File: config.mk
export PLATFORM = sky130hd
export DESIGN_NAME = seq_detector_param
export DESIGN_NICKNAME = d
export VERILOG_FILES = /design/src/rtl/seq_det_pkg.sv /design/src/rtl/seq_match_counter.sv /design/src/rtl/seq_detector_param.sv
export SDC_FILE = /design/constraint.sdc
export NUM_CORES = 1
export LEC_CHECK = 0
export CORE_MARGIN = 2
export CORE_UTILIZATION = 54
export DETAILED_ROUTE_END_ITERATION = 16
export PLACE_DENSITY = 0.85
export SLEW_MARGIN = 10
export SYNTH_ARGS = -nofsm -noshare
export SYNTH_HDL_FRONTEND = slang
export SYNTH_SLANG_ARGS = --single-unit
File: constraint.sdc
create_clock -name i_clk -period 4.5 [get_ports i_clk]
set_clock_uncertainty 0.1 [all_clocks]
set_input_delay 0.9 -clock i_clk [delete_from_list [all_inputs] [get_ports i_clk]]
set_output_delay 0.9 -clock i_clk [all_outputs]
set_load 0.1 [all_outputs]
File: src/rtl/seq_det_pkg.sv
// seq_det_pkg: shared FSM state encoding and length-width helper for the sequence detector
package seq_det_pkg;
   typedef enum logic [1:0] {IDLE, FILL, ARMED} state_e;
   function automatic int len_w(input int max_len);
      return $clog2(max_len + 1);
   endfunction
endpackage

File: src/rtl/seq_match_counter.sv
// seq_match_counter: saturating match counter where a clear coincident with a match yields 1
module seq_match_counter #(
   parameter int CNT_W = 16
) (
   input  logic             i_clk,
   input  logic             i_reset_n,
   input  logic             i_clr,
   input  logic             i_inc,
   output logic [CNT_W-1:0] o_count
);
   logic [CNT_W-1:0] count_q, count_d;
   always_comb begin
      count_d = i_clr ? CNT_W'(i_inc) : (i_inc && count_q != '1) ? count_q + 1'b1 : count_q;
   end
   always_ff @(posedge i_clk or negedge i_reset_n) begin
      if (!i_reset_n) count_q <= '0;
      else            count_q <= count_d;
   end
   assign o_count = count_q;
endmodule

File: src/rtl/seq_detector_param.sv
// seq_detector_param: runtime-configurable serial pattern detector with overlap mode and match counter
module seq_detector_param
   import seq_det_pkg::*;
#(
   parameter int                 MAX_LEN     = 8,
   parameter int                 CNT_W       = 16,
   parameter logic [MAX_LEN-1:0] DEFAULT_PAT = MAX_LEN'(8'b0001_0110),
   parameter int                 DEFAULT_LEN = 5,
   parameter bit                 DEFAULT_OVL = 1'b1
) (
   input  logic                        i_clk,
   input  logic                        i_reset_n,
   input  logic                        i_seq_in,
   input  logic                        i_valid,
   input  logic                        i_cfg_load,
   input  logic [MAX_LEN-1:0]          i_pattern,
   input  logic [len_w(MAX_LEN)-1:0]   i_pat_len,
   input  logic                        i_overlap,
   input  logic                        i_cnt_clr,
   output logic                        o_seq_detected,
   output logic                        o_armed,
   output logic [CNT_W-1:0]            o_match_count
);
   localparam int LW = len_w(MAX_LEN);
   localparam logic [LW-1:0] MAX_L = LW'(MAX_LEN);
   state_e             state_q, state_d;
   logic [MAX_LEN-1:0] hist_q, hist_d, pat_q, pat_d, hist_sh, mask;
   logic [LW-1:0]      fill_q, fill_d, len_q, len_d, fill_inc;
   logic               ovl_q, ovl_d, det_q, det_d;
   always_comb begin
      hist_sh  = {hist_q[MAX_LEN-2:0], i_seq_in};
      fill_inc = (fill_q == MAX_L) ? fill_q : fill_q + 1'b1;
      for (int k = 0; k < MAX_LEN; k++) mask[k] = k < int'(len_q);
      // Compare the post-shift history so the completing bit counts this cycle
      det_d    = i_valid && !i_cfg_load && len_q != '0 && fill_inc >= len_q &&
                 ((hist_sh ^ pat_q) & mask) == '0;
      hist_d   = i_cfg_load ? '0 : i_valid ? hist_sh : hist_q;
      fill_d   = i_cfg_load ? '0 : !i_valid ? fill_q : (det_d && !ovl_q) ? '0 : fill_inc;
      pat_d    = i_cfg_load ? i_pattern : pat_q;
      len_d    = i_cfg_load ? ((i_pat_len > MAX_L) ? MAX_L : i_pat_len) : len_q;
      ovl_d    = i_cfg_load ? i_overlap : ovl_q;
      state_d  = (fill_d == '0) ? IDLE : (len_d != '0 && fill_d >= len_d) ? ARMED : FILL;
   end
   always_ff @(posedge i_clk or negedge i_reset_n) begin
      if (!i_reset_n) begin
         state_q <= IDLE;
         hist_q  <= '0;
         fill_q  <= '0;
         pat_q   <= DEFAULT_PAT;
         len_q   <= LW'(DEFAULT_LEN);
         ovl_q   <= DEFAULT_OVL;
         det_q   <= 1'b0;
      end else begin
         state_q <= state_d;
         hist_q  <= hist_d;
         fill_q  <= fill_d;
         pat_q   <= pat_d;
         len_q   <= len_d;
         ovl_q   <= ovl_d;
         det_q   <= det_d;
      end
   end
   seq_match_counter #(.CNT_W(CNT_W)) u_cnt (
      .i_clk     (i_clk),
      .i_reset_n (i_reset_n),
      .i_clr     (i_cnt_clr),
      .i_inc     (det_d),
      .o_count   (o_match_count)
   );
   assign o_seq_detected = det_q;
   assign o_armed        = state_q == ARMED;
endmodule

==> flow_summary_export.csv <==
group,metric,value,unit
critical_path,path_cells,"inv_1 > ha_1 > nand3b_1 > xnor2_1 > buf_4 > inv_1 > ha_1 > nand2b_1 > a2111oi_0 > a2111oi_1 > nand3_1 > inv_1 > nand2b_1 > a32oi_1 > ha_1 > nand2b_1 > a21o_1 > a21oi_1 > nor2b_1 > o32a_1 > and3_1",
timing,hold_viol,0,
timing,setup_violations,0,
grt,met2_usage,35.6,%
placement,place_ws,452,ps
timing,setup_ws,447,ps
grt,grt_util_met3,4.08,%
timing,min_period,4050,ps
synthesis,synth_cell_types,48,
clocking,cts_hold_buffers,0,
synthesis,postSynthCellCount,238,
floorplanning,fp.dieW,71.3,µm
job,maxCapViolCount,0,
grt,grt_usage,21.9,%
timing,final-max-slew-violation-count,0,
clocking,htree_levels,2,
floorplanning,start_util,56.1,%
layout,syn_to_final_growth,20.3,%
grt,grt_most_used_layer,"met2",
critical_path,required,4600,ps
placement,dp.cells,319,
power_and_ir_drop,power_density,270,nW/µm²
clocking,tritoncts,"done",
clocking,clock_tree.root_cell,"clkbuf_8",
clocking,clock-sinks,43,
drt,drtAntennaViolNets,0,
placement,place_congestion,0.880,
hold_path,min_path_type,"reg2reg",
drt,viasPerCell,5.83,
floorplanning,die-area,5080,µm²
synthesis,async_reset_ff_share,100,%
layout,drive_above_1_share,12.7,%
floorplanning,core,4350,µm²
drt,firstDrtPassIters,4,
grt,grt_max_degree,44,
synthesis,ys_seq_area_share,44.4,%
placement,hpwl,3690,µm
clocking,cts_setup_buffers,0,
drt,wl_per_cell,15.6,µm
clocking,clockBufferDepth,2,
grt,use_met1,29.8,%
grt,antenna_found_initial,0,
drt,num_vias,1907,
grt,grt_pass1_vias,1905,
timing,clock.fmax,0.247,GHz
synthesis,synth-seq-cells,43,
critical_path,startpoint_type,"register",
timing,timing.final.crit_share,90.1,%
synthesis,ys.flop_type,"dfrtp_1",
timing,fin_tns_setup,0,ps
drt,wirelength,5090,µm
timing,worstMarginPinSlew,971,ps
power_and_ir_drop,power.leakage,1.22,nW
clocking,clk_latency,290,ps
synthesis,syn_area,2440,µm²
timing,slew_headroom,35.1,%
outcome,status,"complete, no violations",
power_and_ir_drop,power.total,0.000795,W
synthesis,synth_edf_count,0,
critical_path,path_max_fanout,6,
floorplanning,rows,24,
critical_path,cp_slowest_cell,"a2111oi_0",
drt,drtIter0Drc,116,
clocking,clkTransAtPathRegs,90,ps
drt,drc_errors,0,
critical_path,cp.arrival,4150,ps
layout,nets,304,
grt,overflow,0,
placement,port_buffers,36,
floorplanning,pin_count,37,
floorplanning,chipHeight,71.3,µm
clocking,numCtsBuffers,5,
clocking,cts_resized,0,
layout,final-instance-count-excl-fill,327,
critical_path,crit_path_end_kind,"register",
synthesis,synth_area_per_cell,10.3,µm²
layout,fillers,351,
synthesis,synth_nets,268,
critical_path,critPathKind,"reg2reg",
layout,antenna_cells,0,
grt,grt_pass1_wl,8850,µm
power_and_ir_drop,ir_worst_vdd,0.249,mV
synthesis,yosys_warnings,0,
timing,rsz0062_at_grt,"no",
critical_path,critPathMaxStageDelay,490,ps
==> sequential cells by signal, indices dropped and copies added, names as in the netlist <==
| register | cells |
|---|---|
| len_q | 4 |
| hist_q | 7 |
| pat_q | 8 |
| ovl_q | 1 |
| u_cnt.o_count | 16 |
| fill_q | 4 |
| o_seq_detected | 1 |
| state_q | 2 |
==> area by class of cell <==
cell class / instances / area (µm²) / area share, %
Sequential cell: 43 / 1080 / 36.9
Multi-Input combinational cell: 169 / 1250 / 42.5
Timing Repair Buffer: 41 / 393 / 13.4
Tap cell: 52 / 65.1 / 2.21
Clock inverter: 3 / 26.3 / 0.894
Clock buffer: 5 / 68.8 / 2.34
Inverter: 14 / 52.6 / 1.79
==> metal layers <==
metal / up-vias / wire (µm)
met3: 4 / 148
met5: - / 0
met1: 917 / 2390
met2: 39 / 2490
met4: 0 / 58
li1: 947 / -
==> worst max-delay path, delay by kind of cell, from the launching register on <==
| kind | cells | cell delay, ps |
|---|---|---|
| compound gates | 6 | 1210 |
| xor+xnor | 1 | 140 |
| fa+ha+maj | 3 | 730 |
| flops | 1 | 440 |
| buf+inv | 4 | 400 |
| simple gates | 7 | 910 |
==> metrics by stage <==
stage | instance area [µm²] | util [%] | hold slack [ps]
floorplan | 2440 | - | 401
global placement | 2840 | 65.3 | 419
detailed placement | 2840 | 65.3 | 434
CTS | 2940 | 67.5 | 455
global route | 2940 | 67.5 | 462
finish | 2940 | 67.5 | 446
==> cells in the mapped netlist (8+ instances only) <==
library cell	instances	area, µm²
mux2_2	11	124
nand2_1	8	30.0
or4_1	11	82.6
xnor2_1	9	78.8
mux2i_1	9	90.1
o31ai_1	10	75.1
inv_1	14	52.6
nor2_1	17	63.8
nand2b_1	8	50.1
a21oi_1	16	80.1
ha_1	11	138
dfrtp_1	37	926
==> cell families (layout without fill, tap and decap cells) <==
logic type / Yosys count / after routing / share of synthesized area [%]
adder cells (fa/ha/maj): 11 / 11 / 5.64
XOR/XNOR: 10 / 10 / 3.59
flip-flops: 43 / 43 / 44.4
AO/OA/AOI/OAI: 49 / 49 / 13.9
buffers and inverters: 26 / 63 / 4.66
multiplexers: 20 / 20 / 8.76
AND/OR/NAND/NOR: 79 / 79 / 19.1
==> worst paths after layout <==
| path | startpoint | end | slack, ps | cells after the start |
|---|---|---|---|---|
| max | fill_q[0] | state_q[1] | 450 | 21 |
| min | pat_q[3] | pat_q[3] | 450 | 1 |
| max reg2reg | fill_q[0] | state_q[1] | 450 | 21 |
| min reg2reg | pat_q[3] | pat_q[3] | 450 | 1 |
| max in group asynchronous | i_reset_n | u_cnt.o_count[13] | 3050 | 1 |
| min in group asynchronous | i_reset_n | pat_q[3] | 650 | 1 |
==> report_power, final <==
| part | switching [W] | internal (W) |
|---|---|---|
| registers | 0.0000173 | 0.000406 |
| logic | 0.0000579 | 0.0000570 |
| clock network | 0.000142 | 0.000114 |
==> layout by cell type (no fill, tap or decap), types with 2 or more instances in the layout <==
cell and count:
a21oi_1 16, a32o_1 4, and3_1 4, and4_1 2, buf_4 5, clkbuf_8 5
clkdlybuf4s50_1 35, dfrtp_1 37, dfstp_2 6, ha_1 11, inv_1 14, inv_6 2
mux2_2 11, mux2i_1 9, nand2_1 8, nand2b_1 8, nand3_1 7, nand4_1 4
nor2_1 17, nor2b_1 5, nor3b_1 4, nor4_1 2, o21ai_0 3, o22ai_1 4
o31ai_1 10, or4_1 11, xnor2_1 9
No activity file was read; power rests on OpenSTA's default activity.
